===== config.mk =====
export PLATFORM = sky130hd
export DESIGN_NAME = lpc_dma_sequencer_flat
export DESIGN_NICKNAME = d
export VERILOG_FILES = /design/src/rtl/lpc_dma_pkg.sv /design/src/rtl/lpc_dma_sequencer_if.sv /design/src/rtl/lpc_rr_arbiter.sv /design/src/rtl/lpc_dma_sequencer.sv /design/src/flat_wrapper.sv
export SDC_FILE = /design/constraint.sdc
export NUM_CORES = 1
export LEC_CHECK = 0
export ABC_AREA = 1
export CAP_MARGIN = 5
export CORE_ASPECT_RATIO = 0.75
export CORE_MARGIN = 3
export CORE_UTILIZATION = 25
export CTS_BUF_LIST = sky130_fd_sc_hd__clkbuf_16
export DETAILED_ROUTE_END_ITERATION = 8
export PLACE_DENSITY = 0.51
export SYNTH_ARGS = -nofsm -noshare
export SYNTH_HDL_FRONTEND = slang
export SYNTH_HIERARCHICAL = 1
export SYNTH_SLANG_ARGS = --single-unit

===== constraint.sdc =====
create_clock -name clk_clk -period 11 [get_ports clk_clk]
set_input_delay 1.1 -clock clk_clk [delete_from_list [all_inputs] [get_ports clk_clk]]
set_output_delay 1.1 -clock clk_clk [all_outputs]
set_load 0.01 [all_outputs]

===== src/rtl/lpc_dma_pkg.sv =====
// Shared types and widths for the LPC DMA sequencer: FSM states, bus widths,
// and small helpers for channel-index width and chunk sizing.
package lpc_dma_pkg;

    localparam int ADDR_W             = 32;
    localparam int LEN_W              = 32;
    localparam int DEFAULT_DATA_BYTES = 2;

    typedef enum logic [1:0] {
        ST_IDLE   = 2'd0,
        ST_ISSUE  = 2'd1,
        ST_WAIT   = 2'd2,
        ST_UPDATE = 2'd3
    } state_t;

    // A single-channel build still needs a 1-bit channel field.
    function automatic int ch_width(input int n);
        return (n > 1) ? $clog2(n) : 1;
    endfunction

    function automatic logic [LEN_W-1:0] chunk_len(input logic [LEN_W-1:0] remaining,
                                                   input logic [LEN_W-1:0] max_chunk);
        return (remaining > max_chunk) ? max_chunk : remaining;
    endfunction

endpackage


===== src/rtl/lpc_dma_sequencer_if.sv =====
// Command handshake plus read/write master control bundle.
// slave = sequencer view, master = command source and the two stream masters.
interface lpc_dma_sequencer_if
    import lpc_dma_pkg::*;
#(
    parameter int NUM_CH = 2
) ();

    localparam int CH_W = ch_width(NUM_CH);

    logic              cmd_valid;
    logic              cmd_ready;
    logic [CH_W-1:0]   cmd_ch;
    logic [ADDR_W-1:0] cmd_src;
    logic [ADDR_W-1:0] cmd_dst;
    logic [LEN_W-1:0]  cmd_len;

    logic              rm_fixed_location;
    logic [ADDR_W-1:0] rm_read_base;
    logic [LEN_W-1:0]  rm_read_length;
    logic              rm_go;
    logic              rm_done;

    logic              wm_fixed_location;
    logic [ADDR_W-1:0] wm_write_base;
    logic [LEN_W-1:0]  wm_write_length;
    logic              wm_go;
    logic              wm_done;

    modport slave (
        input  cmd_valid, cmd_ch, cmd_src, cmd_dst, cmd_len, rm_done, wm_done,
        output cmd_ready,
        output rm_fixed_location, rm_read_base, rm_read_length, rm_go,
        output wm_fixed_location, wm_write_base, wm_write_length, wm_go
    );

    modport master (
        output cmd_valid, cmd_ch, cmd_src, cmd_dst, cmd_len, rm_done, wm_done,
        input  cmd_ready,
        input  rm_fixed_location, rm_read_base, rm_read_length, rm_go,
        input  wm_fixed_location, wm_write_base, wm_write_length, wm_go
    );

endinterface


===== src/rtl/lpc_rr_arbiter.sv =====
// Round-robin arbiter: one-hot grant from NUM_CH requests, searching from the
// channel after the last accepted grant.
module lpc_rr_arbiter
    import lpc_dma_pkg::*;
#(
    parameter int NUM_CH = 2
) (
    input  logic              clk,
    input  logic              rst,
    input  logic [NUM_CH-1:0] i_req,
    input  logic              i_accept,
    output logic [NUM_CH-1:0] o_grant
);

    localparam int CH_W = ch_width(NUM_CH);

    logic [CH_W-1:0]   r_ptr;
    logic [CH_W-1:0]   w_ptr_next;
    logic [NUM_CH-1:0] w_mask;
    logic [NUM_CH-1:0] w_req_hi;
    logic [NUM_CH-1:0] w_gnt_hi;
    logic [NUM_CH-1:0] w_gnt_lo;

    // Requests at or above the pointer win; otherwise wrap to the lowest one.
    assign w_mask   = ~((NUM_CH'(1) << r_ptr) - NUM_CH'(1));
    assign w_req_hi = i_req & w_mask;

    always_comb begin
        w_gnt_hi = '0;
        w_gnt_lo = '0;
        for (int i = NUM_CH - 1; i >= 0; i--) begin
            if (w_req_hi[i]) begin
                w_gnt_hi    = '0;
                w_gnt_hi[i] = 1'b1;
            end
            if (i_req[i]) begin
                w_gnt_lo    = '0;
                w_gnt_lo[i] = 1'b1;
            end
        end
    end

    assign o_grant = (|w_req_hi) ? w_gnt_hi : w_gnt_lo;

    always_comb begin
        w_ptr_next = r_ptr;
        for (int i = 0; i < NUM_CH; i++) begin
            if (o_grant[i]) begin
                w_ptr_next = CH_W'((i + 1) % NUM_CH);
            end
        end
    end

    always_ff @(posedge clk or posedge rst) begin
        if (rst) begin
            r_ptr <= '0;
        end else if (i_accept) begin
            r_ptr <= w_ptr_next;
        end
    end

endmodule


===== src/rtl/lpc_dma_sequencer.sv =====
// Multi-channel DMA sequencer: splits queued copy commands into MAX_CHUNK
// pieces and interleaves channels chunk by chunk on one read/write master pair.
module lpc_dma_sequencer
    import lpc_dma_pkg::*;
#(
    parameter int NUM_CH     = 2,
    parameter int MAX_CHUNK  = 1024,
    parameter int DATA_BYTES = DEFAULT_DATA_BYTES
) (
    input  logic                   clk_clk,
    input  logic                   reset_reset,
    lpc_dma_sequencer_if.slave     bus,
    output logic                   algorithm_run,
    output logic                   busy,
    output logic [NUM_CH-1:0]      ch_done,
    output logic                   cmd_err
);

    localparam int               CH_W        = ch_width(NUM_CH);
    localparam logic [LEN_W-1:0] MAX_CHUNK_L = LEN_W'(MAX_CHUNK);
    localparam logic [LEN_W-1:0] ALIGN_MASK  = LEN_W'(DATA_BYTES - 1);

    state_t            r_state;
    state_t            w_state_next;
    logic [NUM_CH-1:0] r_pending;
    logic [ADDR_W-1:0] r_src [NUM_CH];
    logic [ADDR_W-1:0] r_dst [NUM_CH];
    logic [LEN_W-1:0]  r_rem [NUM_CH];
    logic [CH_W-1:0]   r_ch;
    logic              r_rm_flag;
    logic              r_wm_flag;
    logic [ADDR_W-1:0] r_rd_base;
    logic [ADDR_W-1:0] r_wr_base;
    logic [LEN_W-1:0]  r_chunk;
    logic              r_cmd_err;

    logic [NUM_CH-1:0] w_cmd_hit;
    logic [NUM_CH-1:0] w_upd;
    logic [NUM_CH-1:0] w_grant;
    logic [CH_W-1:0]   w_grant_idx;
    logic [ADDR_W-1:0] w_sel_src;
    logic [ADDR_W-1:0] w_sel_dst;
    logic [LEN_W-1:0]  w_sel_rem;
    logic              w_accept;
    logic              w_bad;
    logic              w_load;
    logic              w_last;
    logic              w_arb_accept;
    logic              w_go;

    genvar gi;
    generate
        for (gi = 0; gi < NUM_CH; gi++) begin : g_ch
            assign w_cmd_hit[gi] = (bus.cmd_ch == CH_W'(gi));
            assign w_upd[gi]     = (r_state == ST_UPDATE) && (r_ch == CH_W'(gi));
            assign ch_done[gi]   = w_upd[gi] && w_last;
        end
    endgenerate

    // An out-of-range channel number matches no slot and is simply never ready.
    assign bus.cmd_ready = |(w_cmd_hit & ~r_pending);
    assign w_accept      = bus.cmd_valid && bus.cmd_ready;
    assign w_bad         = (bus.cmd_len == '0)
                         || (|(bus.cmd_src & ALIGN_MASK))
                         || (|(bus.cmd_dst & ALIGN_MASK))
                         || (|(bus.cmd_len & ALIGN_MASK));
    assign w_load        = w_accept && !w_bad;
    assign w_last        = (r_rem[r_ch] == r_chunk);
    assign w_arb_accept  = (r_state == ST_IDLE) && (|r_pending);

    lpc_rr_arbiter #(
        .NUM_CH (NUM_CH)
    ) u_arb (
        .clk      (clk_clk),
        .rst      (reset_reset),
        .i_req    (r_pending),
        .i_accept (w_arb_accept),
        .o_grant  (w_grant)
    );

    always_comb begin
        w_sel_src   = '0;
        w_sel_dst   = '0;
        w_sel_rem   = '0;
        w_grant_idx = '0;
        for (int i = 0; i < NUM_CH; i++) begin
            if (w_grant[i]) begin
                w_sel_src   = r_src[i];
                w_sel_dst   = r_dst[i];
                w_sel_rem   = r_rem[i];
                w_grant_idx = CH_W'(i);
            end
        end
    end

    always_comb begin
        w_state_next  = r_state;
        w_go          = 1'b0;
        algorithm_run = 1'b0;
        case (r_state)
            ST_IDLE: begin
                if (|r_pending) begin
                    w_state_next = ST_ISSUE;
                end
            end
            ST_ISSUE: begin
                w_go          = 1'b1;
                algorithm_run = 1'b1;
                w_state_next  = ST_WAIT;
            end
            ST_WAIT: begin
                algorithm_run = 1'b1;
                if (r_rm_flag && r_wm_flag) begin
                    w_state_next = ST_UPDATE;
                end
            end
            ST_UPDATE: begin
                w_state_next = ST_IDLE;
            end
            default: begin
                w_state_next = ST_IDLE;
            end
        endcase
    end

    always_ff @(posedge clk_clk or posedge reset_reset) begin
        if (reset_reset) begin
            r_state   <= ST_IDLE;
            r_ch      <= '0;
            r_rm_flag <= 1'b0;
            r_wm_flag <= 1'b0;
            r_rd_base <= '0;
            r_wr_base <= '0;
            r_chunk   <= '0;
            r_cmd_err <= 1'b0;
        end else begin
            r_state   <= w_state_next;
            r_cmd_err <= w_accept && w_bad;
            // Bases and length are captured on grant so they hold through WAIT.
            if (w_arb_accept) begin
                r_ch      <= w_grant_idx;
                r_rd_base <= w_sel_src;
                r_wr_base <= w_sel_dst;
                r_chunk   <= chunk_len(w_sel_rem, MAX_CHUNK_L);
            end
            if (r_state == ST_WAIT) begin
                r_rm_flag <= r_rm_flag | bus.rm_done;
                r_wm_flag <= r_wm_flag | bus.wm_done;
            end else if (r_state == ST_UPDATE) begin
                r_rm_flag <= 1'b0;
                r_wm_flag <= 1'b0;
            end
        end
    end

    always_ff @(posedge clk_clk or posedge reset_reset) begin
        if (reset_reset) begin
            r_pending <= '0;
        end else begin
            for (int i = 0; i < NUM_CH; i++) begin
                if (w_load && w_cmd_hit[i]) begin
                    r_pending[i] <= 1'b1;
                end else if (w_upd[i] && w_last) begin
                    r_pending[i] <= 1'b0;
                end
            end
        end
    end

    // Channel context needs no reset: it is only read while the channel is pending.
    always_ff @(posedge clk_clk) begin
        for (int i = 0; i < NUM_CH; i++) begin
            if (w_load && w_cmd_hit[i]) begin
                r_src[i] <= bus.cmd_src;
                r_dst[i] <= bus.cmd_dst;
                r_rem[i] <= bus.cmd_len;
            end else if (w_upd[i]) begin
                r_src[i] <= r_src[i] + r_chunk;
                r_dst[i] <= r_dst[i] + r_chunk;
                r_rem[i] <= r_rem[i] - r_chunk;
            end
        end
    end

    assign bus.rm_fixed_location = 1'b0;
    assign bus.wm_fixed_location = 1'b0;
    assign bus.rm_read_base      = r_rd_base;
    assign bus.wm_write_base     = r_wr_base;
    assign bus.rm_read_length    = r_chunk;
    assign bus.wm_write_length   = r_chunk;
    assign bus.rm_go             = w_go;
    assign bus.wm_go             = w_go;
    assign busy                  = (|r_pending) || (r_state != ST_IDLE);
    assign cmd_err               = r_cmd_err;

endmodule


===== src/flat_wrapper.sv =====
// flat-port wrapper written by rule: the top's interface ports become plain ports
module lpc_dma_sequencer_flat import lpc_dma_pkg::*;
#(
    parameter int NUM_CH     = 2,
    parameter int MAX_CHUNK  = 1024,
    parameter int DATA_BYTES = DEFAULT_DATA_BYTES
)
  (clk_clk, reset_reset, algorithm_run, busy, ch_done, cmd_err, bus_cmd_valid, bus_cmd_ch, bus_cmd_src, bus_cmd_dst, bus_cmd_len, bus_rm_done, bus_wm_done, bus_cmd_ready, bus_rm_fixed_location, bus_rm_read_base, bus_rm_read_length, bus_rm_go, bus_wm_fixed_location, bus_wm_write_base, bus_wm_write_length, bus_wm_go);
  lpc_dma_sequencer_if #(.NUM_CH(NUM_CH)) bus_i ();
  input  logic clk_clk;
  input  logic reset_reset;
  output logic algorithm_run;
  output logic busy;
  output logic [NUM_CH-1:0] ch_done;
  output logic cmd_err;
  input wire logic [$bits(bus_i.cmd_valid)-1:0] bus_cmd_valid;
  input wire logic [$bits(bus_i.cmd_ch)-1:0] bus_cmd_ch;
  input wire logic [$bits(bus_i.cmd_src)-1:0] bus_cmd_src;
  input wire logic [$bits(bus_i.cmd_dst)-1:0] bus_cmd_dst;
  input wire logic [$bits(bus_i.cmd_len)-1:0] bus_cmd_len;
  input wire logic [$bits(bus_i.rm_done)-1:0] bus_rm_done;
  input wire logic [$bits(bus_i.wm_done)-1:0] bus_wm_done;
  output wire logic [$bits(bus_i.cmd_ready)-1:0] bus_cmd_ready;
  output wire logic [$bits(bus_i.rm_fixed_location)-1:0] bus_rm_fixed_location;
  output wire logic [$bits(bus_i.rm_read_base)-1:0] bus_rm_read_base;
  output wire logic [$bits(bus_i.rm_read_length)-1:0] bus_rm_read_length;
  output wire logic [$bits(bus_i.rm_go)-1:0] bus_rm_go;
  output wire logic [$bits(bus_i.wm_fixed_location)-1:0] bus_wm_fixed_location;
  output wire logic [$bits(bus_i.wm_write_base)-1:0] bus_wm_write_base;
  output wire logic [$bits(bus_i.wm_write_length)-1:0] bus_wm_write_length;
  output wire logic [$bits(bus_i.wm_go)-1:0] bus_wm_go;
  assign bus_i.cmd_valid = bus_cmd_valid;
  assign bus_i.cmd_ch = bus_cmd_ch;
  assign bus_i.cmd_src = bus_cmd_src;
  assign bus_i.cmd_dst = bus_cmd_dst;
  assign bus_i.cmd_len = bus_cmd_len;
  assign bus_i.rm_done = bus_rm_done;
  assign bus_i.wm_done = bus_wm_done;
  assign bus_cmd_ready = bus_i.cmd_ready;
  assign bus_rm_fixed_location = bus_i.rm_fixed_location;
  assign bus_rm_read_base = bus_i.rm_read_base;
  assign bus_rm_read_length = bus_i.rm_read_length;
  assign bus_rm_go = bus_i.rm_go;
  assign bus_wm_fixed_location = bus_i.wm_fixed_location;
  assign bus_wm_write_base = bus_i.wm_write_base;
  assign bus_wm_write_length = bus_i.wm_write_length;
  assign bus_wm_go = bus_i.wm_go;
  lpc_dma_sequencer #(.NUM_CH(NUM_CH), .MAX_CHUNK(MAX_CHUNK), .DATA_BYTES(DATA_BYTES)) u_core (.clk_clk(clk_clk), .reset_reset(reset_reset), .bus(bus_i), .algorithm_run(algorithm_run), .busy(busy), .ch_done(ch_done), .cmd_err(cmd_err));
endmodule

==> impl_metrics.py, run 1 <==
metrics = {
    "route": {
        "drc": 0,
        "vias": 29470,
        "drt_iter0_drc": 2762,
        "firstDrtPassIters": 6,
        "antenna_left": 0,
        "postRouteWirelength_um": 122400,
        "viasPerCell": 4.669,
        "avgRoutedWirePerCell_um": 19.40,
    },
    "setup_path": {
        "crit_top_cell": "nand2_1",
        "critPathSlowestCell": "clkdlybuf4s50_1",
        "required_ns": 9.90,
        "worst-path-buf-inv": 5,
        "cp.depth": 14,
        "critPathMaxStageDelay_ns": 0.53,
        "worstPathArrival_ns": 3.52,
        "end_kind": "output pin",
        "start_kind": "flop",
        "crit_start": "u_core/r_ch",
        "cp_max_fo": 40,
        "cp_top_family": "buffers and inverters",
        "reg2reg_from": "u_core/r_pending[1]",
        "reg2reg_depth": 12,
        "crit_chain": "buf_4 > inv_1 > buf_4 > nand2_1 > nand2_1 > nand2_1 > nand2_1 > nand2_1 > nor2_1 > nand2_1 > nor2_1 > nand3_1 > inv_1 > clkdlybuf4s50_1",
        "worst-setup-path-type": "reg -> out",
    },
    "place": {
        "dp.final_hpwl_um": 97890,
        "place_congestion": 0.9530,
        "portBuffers": 237,
        "dp.cells": 6230,
    },
    "grt": {
        "grt_max_degree": 84,
        "grt_pass1_vias": 27090,
        "gr-total-overflow": 0,
        "grt_pass1_wl_um": 176800,
        "antenna_found_initial": 12,
        "grt_usage_pct": 19.98,
    },
    "worst_hold_path": {
        "hp-start": "u_core/bus.wm_write_base[4]",
        "hold_depth": 2,
        "hp-class": "reg -> reg",
    },
    "synthesis": {
        "syn-cell-area_sq_um": 28650,
        "yosys.area_share.simple_pct": 38.72,
        "synth.area.mux_share_pct": 0,
        "synthMostInstantiatedCell": "nand2_1",
        "yosysSeqAreaShare_pct": 29.29,
        "async_reset_ff_share_pct": 35.35,
        "synth.area.top_cells": "nand2_1 26%, edfxtp_1 20%, inv_1 9.9%",
        "syn_area_per_cell_sq_um": 6.259,
        "synthXorXnorAreaFrac_pct": 2.812,
        "synthFlopType": "edfxtp_1",
        "synth_compound_area_share_pct": 7.773,
        "netlist_instances": 4578,
        "yosysWarnings": 6,
        "synth_top_cell_by_area": "nand2_1",
        "synthTopCellsByCount": "1,999 x nand2_1, 759 x inv_1, 294 x nor2_1",
        "synth_cell_types": 43,
        "synth_top_family_by_area": "simple AND/OR/NAND/NOR gates",
        "synth_edf_count": 192,
        "synthAdderAreaFrac_pct": 8.759,
        "yosys_register_bits": 297,
        "netlist.area_leader.share_pct": 26.19,
    },
    "timing": {
        "fmaxAchievable_mhz": 216.3,
        "tns_ns": 0,
        "finalMaxSlewViolations": 0,
        "clock_skew_ns": 0.02003,
        "rsz0062_at_grt": "no",
        "setup_viol": 0,
        "maxSlewHeadroom_pct": 26.54,
        "min_period_over_period_pct": 42.03,
        "worst_pin_slew_ns": 1.102,
        "final.min_clock_period_ns": 4.624,
        "hold_violations": 0,
    },
    "final_layout": {
        "fillers": 12520,
        "fin_cells": 6312,
        "multi_input_area_sq_um": 16690,
        "area.growth.synth_to_final_pct": 17.92,
        "layout.nets": 5062,
        "regArea_sq_um": 8393,
        "drive_above_1_share_pct": 2.856,
        "post-route-util_pct": 30.01,
    },
    "die": {
        "fp.coreArea_sq_um": 112600,
        "num_rows": 106,
        "fp.dieH_um": 299.2,
        "start_util_pct": 25.45,
        "io-pin-count": 240,
        "die-area_sq_um": 118800,
        "die_x_um": 396.9,
    },
    "cts": {
        "cts_tree": "built",
        "cts-root-buf": "clkbuf_16",
        "post_cts_buffers": 0,
        "cts_max_level": 2,
        "clock_latency_ns": 0.59,
        "ctsResizeCount": 0,
        "cts_hold_buf": 0,
        "cts.sinks": 297,
        "cts_buffers": 43,
        "clockBufferDepth": 3,
        "path_clk_slew_ns": 0.06,
    },
    "run_status": {
        "status": "complete, no violations",
    },
    "power_and_ir_drop": {
        "pwr-share-comb_pct": 48.6,
        "p_sw_share_pct": 46.10,
        "power.switching_mw": 2.905,
        "p_per_area_nw_per_um2": 186.5,
        "leakage_nw": 17.65,
        "peakVddDrop_mv": 0.1530,
        "internal_power_mw": 3.397,
        "power_frac_seq_pct": 29.0,
        "p_clk_share_pct": 22.4,
    },
    "job": {
        "maxCapViolCount": 0,
    },
}
worst register-to-register path, delay by kind of cell, from the launching register on:
family | cells | cell delay, ns
buf+inv | 2 | 0.55
flops | 1 | 0.65
simple gates | 8 | 1.81
compound gates | 2 | 0.70
registers in the layout (all words and copies together) (netlist names):
register                   count
u_core/r_ch                    1
u_core/r_wm_flag               1
u_core/r_rem                  64
u_core/r_pending               2
u_core/cmd_err                 1
u_core/bus.rm_read_base       32
u_core/bus.wm_write_base      32
u_core/r_src                  64
u_core/r_dst                  64
u_core/bus.rm_read_length     32
u_core/r_rm_flag               1
u_core/r_state                 2
u_core/u_arb/r_ptr             1
final timing paths:
kind | end | slack, ns
max | ch_done[0] | 6.38
min | u_core/bus.wm_write_base[4] | 0.48
max reg2reg | u_core/bus.rm_read_length[5] | 7.21
min reg2reg | u_core/bus.wm_write_base[4] | 0.48
max in group asynchronous | u_core/bus.wm_write_base[15] | 8.60
min in group asynchronous | u_core/u_arb/r_ptr | 0.74
layout by cell type (no fill, tap or decap), types with 3 or more instances in the layout:
cell,synthesis,final
o21ai_0,171,169
a21oi_1,118,118
nand2_4,2,3
nor4_1,5,5
nand3_2,28,28
xor2_1,8,8
nand2_1,1999,1998
and3_1,9,9
diode_2,0,3
nand4_1,40,40
a21boi_0,4,4
o21bai_1,8,8
o22ai_1,8,8
clkinv_1,1,8
a22oi_1,67,67
dfrtp_1,105,105
clkbuf_16,0,47
edfxtp_1,192,192
and2_1,15,15
buf_4,50,23
ha_1,191,191
o21ai_1,18,18
inv_1,759,763
xnor2_1,84,84
clkdlybuf4s50_1,0,237
clkinv_4,0,4
inv_2,2,3
nor2_1,294,293
nor3_1,37,37
nand3b_1,62,62
fa_1,6,6
nand3_1,209,209
clkinv_2,0,12
cell type report:
class / count / area share (%)
Antenna cell: 3 / 0.02222
Clock buffer: 47 / 3.481
Clock inverter: 32 / 0.6295
Inverter: 763 / 8.491
Multi-Input combinational cell: 3398 / 49.41
Sequential cell: 297 / 24.84
Tap cell: 1512 / 5.599
Timing Repair Buffer: 260 / 7.532
per-stage QoR:
step                      hold WS, ns  total power, mW  setup slack [ns]  instance area (sq um)
after CTS                      0.4891            6.327             6.408                  33780
after global routing           0.5091            6.765             6.162                  33780
final                          0.4827            6.303             6.376                  33790
after global placement         0.4690            4.857             6.524                  32390
after floorplan                0.4647            3.774             2.864                  28660
after detailed placement       0.4750            4.868             6.484                  32390
power by group through the flow:
stage               combinational, mW  clock (mW)  sequential (mW)
floorplan                        1.96           0             1.81
global placement                 3.02           0             1.84
detailed placement               3.03           0             1.84
CTS                              3.04        1.46             1.82
global route                     3.41        1.50             1.86
finish                           3.06        1.41             1.83
routing by layer:
layer	GRT usage, %	vias to the layer above	wire, um
met1	29.81	13600	59710
li1	-	14670	-
met2	28.41	1056	48370
met3	4.204	137	10630
met5	0	-	109
met4	5.962	16	3606
cells by family (layout without fill, tap and decap cells):
family,Yosys count,in the layout
buffers and inverters,884,1102
and+or+nand+nor,2707,2707
AOI/OAI and AO/OA,400,400
other,1,5
DFF,297,297
xor gates and xnor gates,92,92
adders and majority gates,197,197
(Power assumes the default switching activity.)
==> run 2, diff against run 1 <==
- clock period: 11 -> 4.7 ns (I/O delays scaled with it)
==> impl_metrics.py, run 2 (same netlist as run 1, synthesis figures left out) <==
metrics = {
    "run_status": {
        "status": "complete, no violations",
    },
    "route": {
        "postRouteWirelength_um": 123300,
        "vias": 29480,
        "antenna_left": 0,
        "firstDrtPassIters": 8,
        "drt_iter0_drc": 2889,
        "viasPerCell": 4.674,
        "drc": 0,
        "avgRoutedWirePerCell_um": 19.55,
    },
    "power_and_ir_drop": {
        "power_frac_seq_pct": 28.8,
        "fin_total_pwr_mw": 14.81,
        "p_sw_share_pct": 46.44,
        "internal_power_mw": 7.931,
        "peakVddDrop_mv": 0.3449,
        "p_per_area_nw_per_um2": 437.5,
        "p_clk_share_pct": 21.6,
        "power.switching_mw": 6.877,
        "leakage_nw": 17.66,
        "pwr-share-comb_pct": 49.6,
    },
    "setup_path": {
        "start_kind": "flop",
        "cp_max_fo": 18,
        "required_ns": 4.23,
        "worst-setup-path-type": "reg -> out",
        "end_kind": "output pin",
        "worstPathArrival_ns": 3.48,
    },
    "cts": {
        "cts_hold_buf": 0,
        "path_clk_slew_ns": 0.06,
        "ctsResizeCount": 0,
        "cts_buffers": 41,
        "cts.sinks": 297,
        "cts-root-buf": "clkbuf_16",
        "clockBufferDepth": 3,
        "post_cts_buffers": 0,
        "clock_latency_ns": 0.59,
        "cts_tree": "built",
        "cts_max_level": 2,
    },
    "worst_hold_path": {
        "hp-class": "in -> async",
    },
    "final_layout": {
        "drive_above_1_share_pct": 2.815,
        "layout.nets": 5062,
        "largestRegisters": "u_core/r_dst (64), u_core/r_rem (64), u_core/r_src (64)",
        "fin_area_sq_um": 33850,
        "regArea_sq_um": 8393,
        "diodes": 0,
        "mostFrequentLayoutCells": "1,998 x nand2_1, 761 x inv_1, 293 x nor2_1",
        "final_common_cell": "nand2_1",
        "area.growth.synth_to_final_pct": 18.12,
        "fillers": 12530,
        "multi_input_area_sq_um": 16690,
    },
    "grt": {
        "grt_usage_pct": 20.04,
        "grt_max_degree": 136,
        "gr-total-overflow": 0,
        "antenna_found_initial": 2,
        "grt_pass1_vias": 27080,
        "grt_pass1_wl_um": 177600,
    },
    "timing": {
        "worst_pin_slew_ns": 1.150,
        "finalWorstSetupSlack_ns": 0.7514,
        "maxSlewHeadroom_pct": 23.32,
        "min_period_over_period_pct": 84.01,
        "tns_ns": 0,
        "fmaxAchievable_mhz": 253.3,
        "setup_viol": 0,
        "finalMaxSlewViolations": 0,
        "final.min_clock_period_ns": 3.949,
        "rsz0062_at_grt": "no",
        "hold_violations": 0,
        "holdWs_ns": 0.1933,
        "clock_skew_ns": 0.02691,
    },
    "die": {
        "fp.dieH_um": 299.2,
        "io-pin-count": 240,
        "fp.coreArea_sq_um": 112600,
        "num_rows": 106,
        "die-area_sq_um": 118800,
        "start_util_pct": 25.45,
        "die_x_um": 396.9,
    },
    "job": {
        "maxCapViolCount": 0,
    },
    "place": {
        "place_congestion": 0.9475,
        "placed_area_sq_um": 32500,
        "dp_slack_ns": 1.061,
        "dp.final_hpwl_um": 99140,
        "portBuffers": 237,
    },
}
==> run 2: cell count changes in the layout (fill, tap and decap cells not counted), sizes merged <==
cell	delta
bufinv	-1
diode	-3
buf	+2
inv	+1
clkinv	-3
==> run 2: path summary, 6_finish.rpt <==
check,start,endpoint,slack [ns],depth (start not counted)
max in group asynchronous,reset_reset,u_core/bus.wm_write_base[12],3.42,3
worst max-delay path,u_core/r_ch,ch_done[0],0.75,13
worst max register to register,u_core/bus.rm_read_length[17],u_core/r_rem[0][18],1.34,11
worst min register to register,u_core/bus.wm_write_base[8],u_core/bus.wm_write_base[8],0.48,2
worst min-delay path,reset_reset,u_core/u_arb/r_ptr,0.19,2
min in group clk_clk,bus_rm_done,u_core/r_rm_flag,0.46,3
==> run 2: layout make-up <==
type                       instances  share of cell area [%]
multi-input combinational       3398                   49.33
clock buffer                      47                   3.475
timing repair buffer             262                   7.822
clock inverter                    29                  0.5138
inverter                         763                   8.477
sequential                       297                   24.80
tap                             1512                   5.589
==> run 2: per-stage QoR <==
step	instances	util, %
3_3_place_gp	6232	28.86
2_1_floorplan	4579	-
4_1_cts	6308	30.06
6_report	6308	30.06
5_1_grt	6308	30.06
3_5_place_dp	6232	28.86
==> run 2: critical path, cell delays in order, from the launching register on <==
cell and delay (ns):
dfrtp_1 0.37, inv_1 0.53, buf_4 0.34, nand2_1 0.09, nand2_1 0.06, nand2_1 0.05, nand2_1 0.07, nand2_1 0.10
nor2_1 0.15, nand2_1 0.06, nor2_1 0.17, nand3_1 0.14, inv_1 0.17, clkdlybuf4s50_1 0.56
==> run 2: power groups by stage <==
| stage | Clock [mW] | Sequential, mW | Combinational, mW |
|---|---|---|---|
| floorplan | 0 | 4.18 | 4.60 |
| global placement | 0 | 4.29 | 7.22 |
| detailed placement | 0 | 4.29 | 7.25 |
| CTS | 3.30 | 4.25 | 7.28 |
| global route | 3.38 | 4.32 | 8.11 |
| finish | 3.20 | 4.26 | 7.34 |
==> run 2: layer usage <==
layer / vias up / GRT usage, % / wire length (um)
met2: 1054 / 28.89 / 49380
met1: 13640 / 30.26 / 60860
li1: 14690 / - / -
met3: 100 / 4.329 / 10690
met5: - / 0 / 0
met4: 0 / 4.049 / 2397
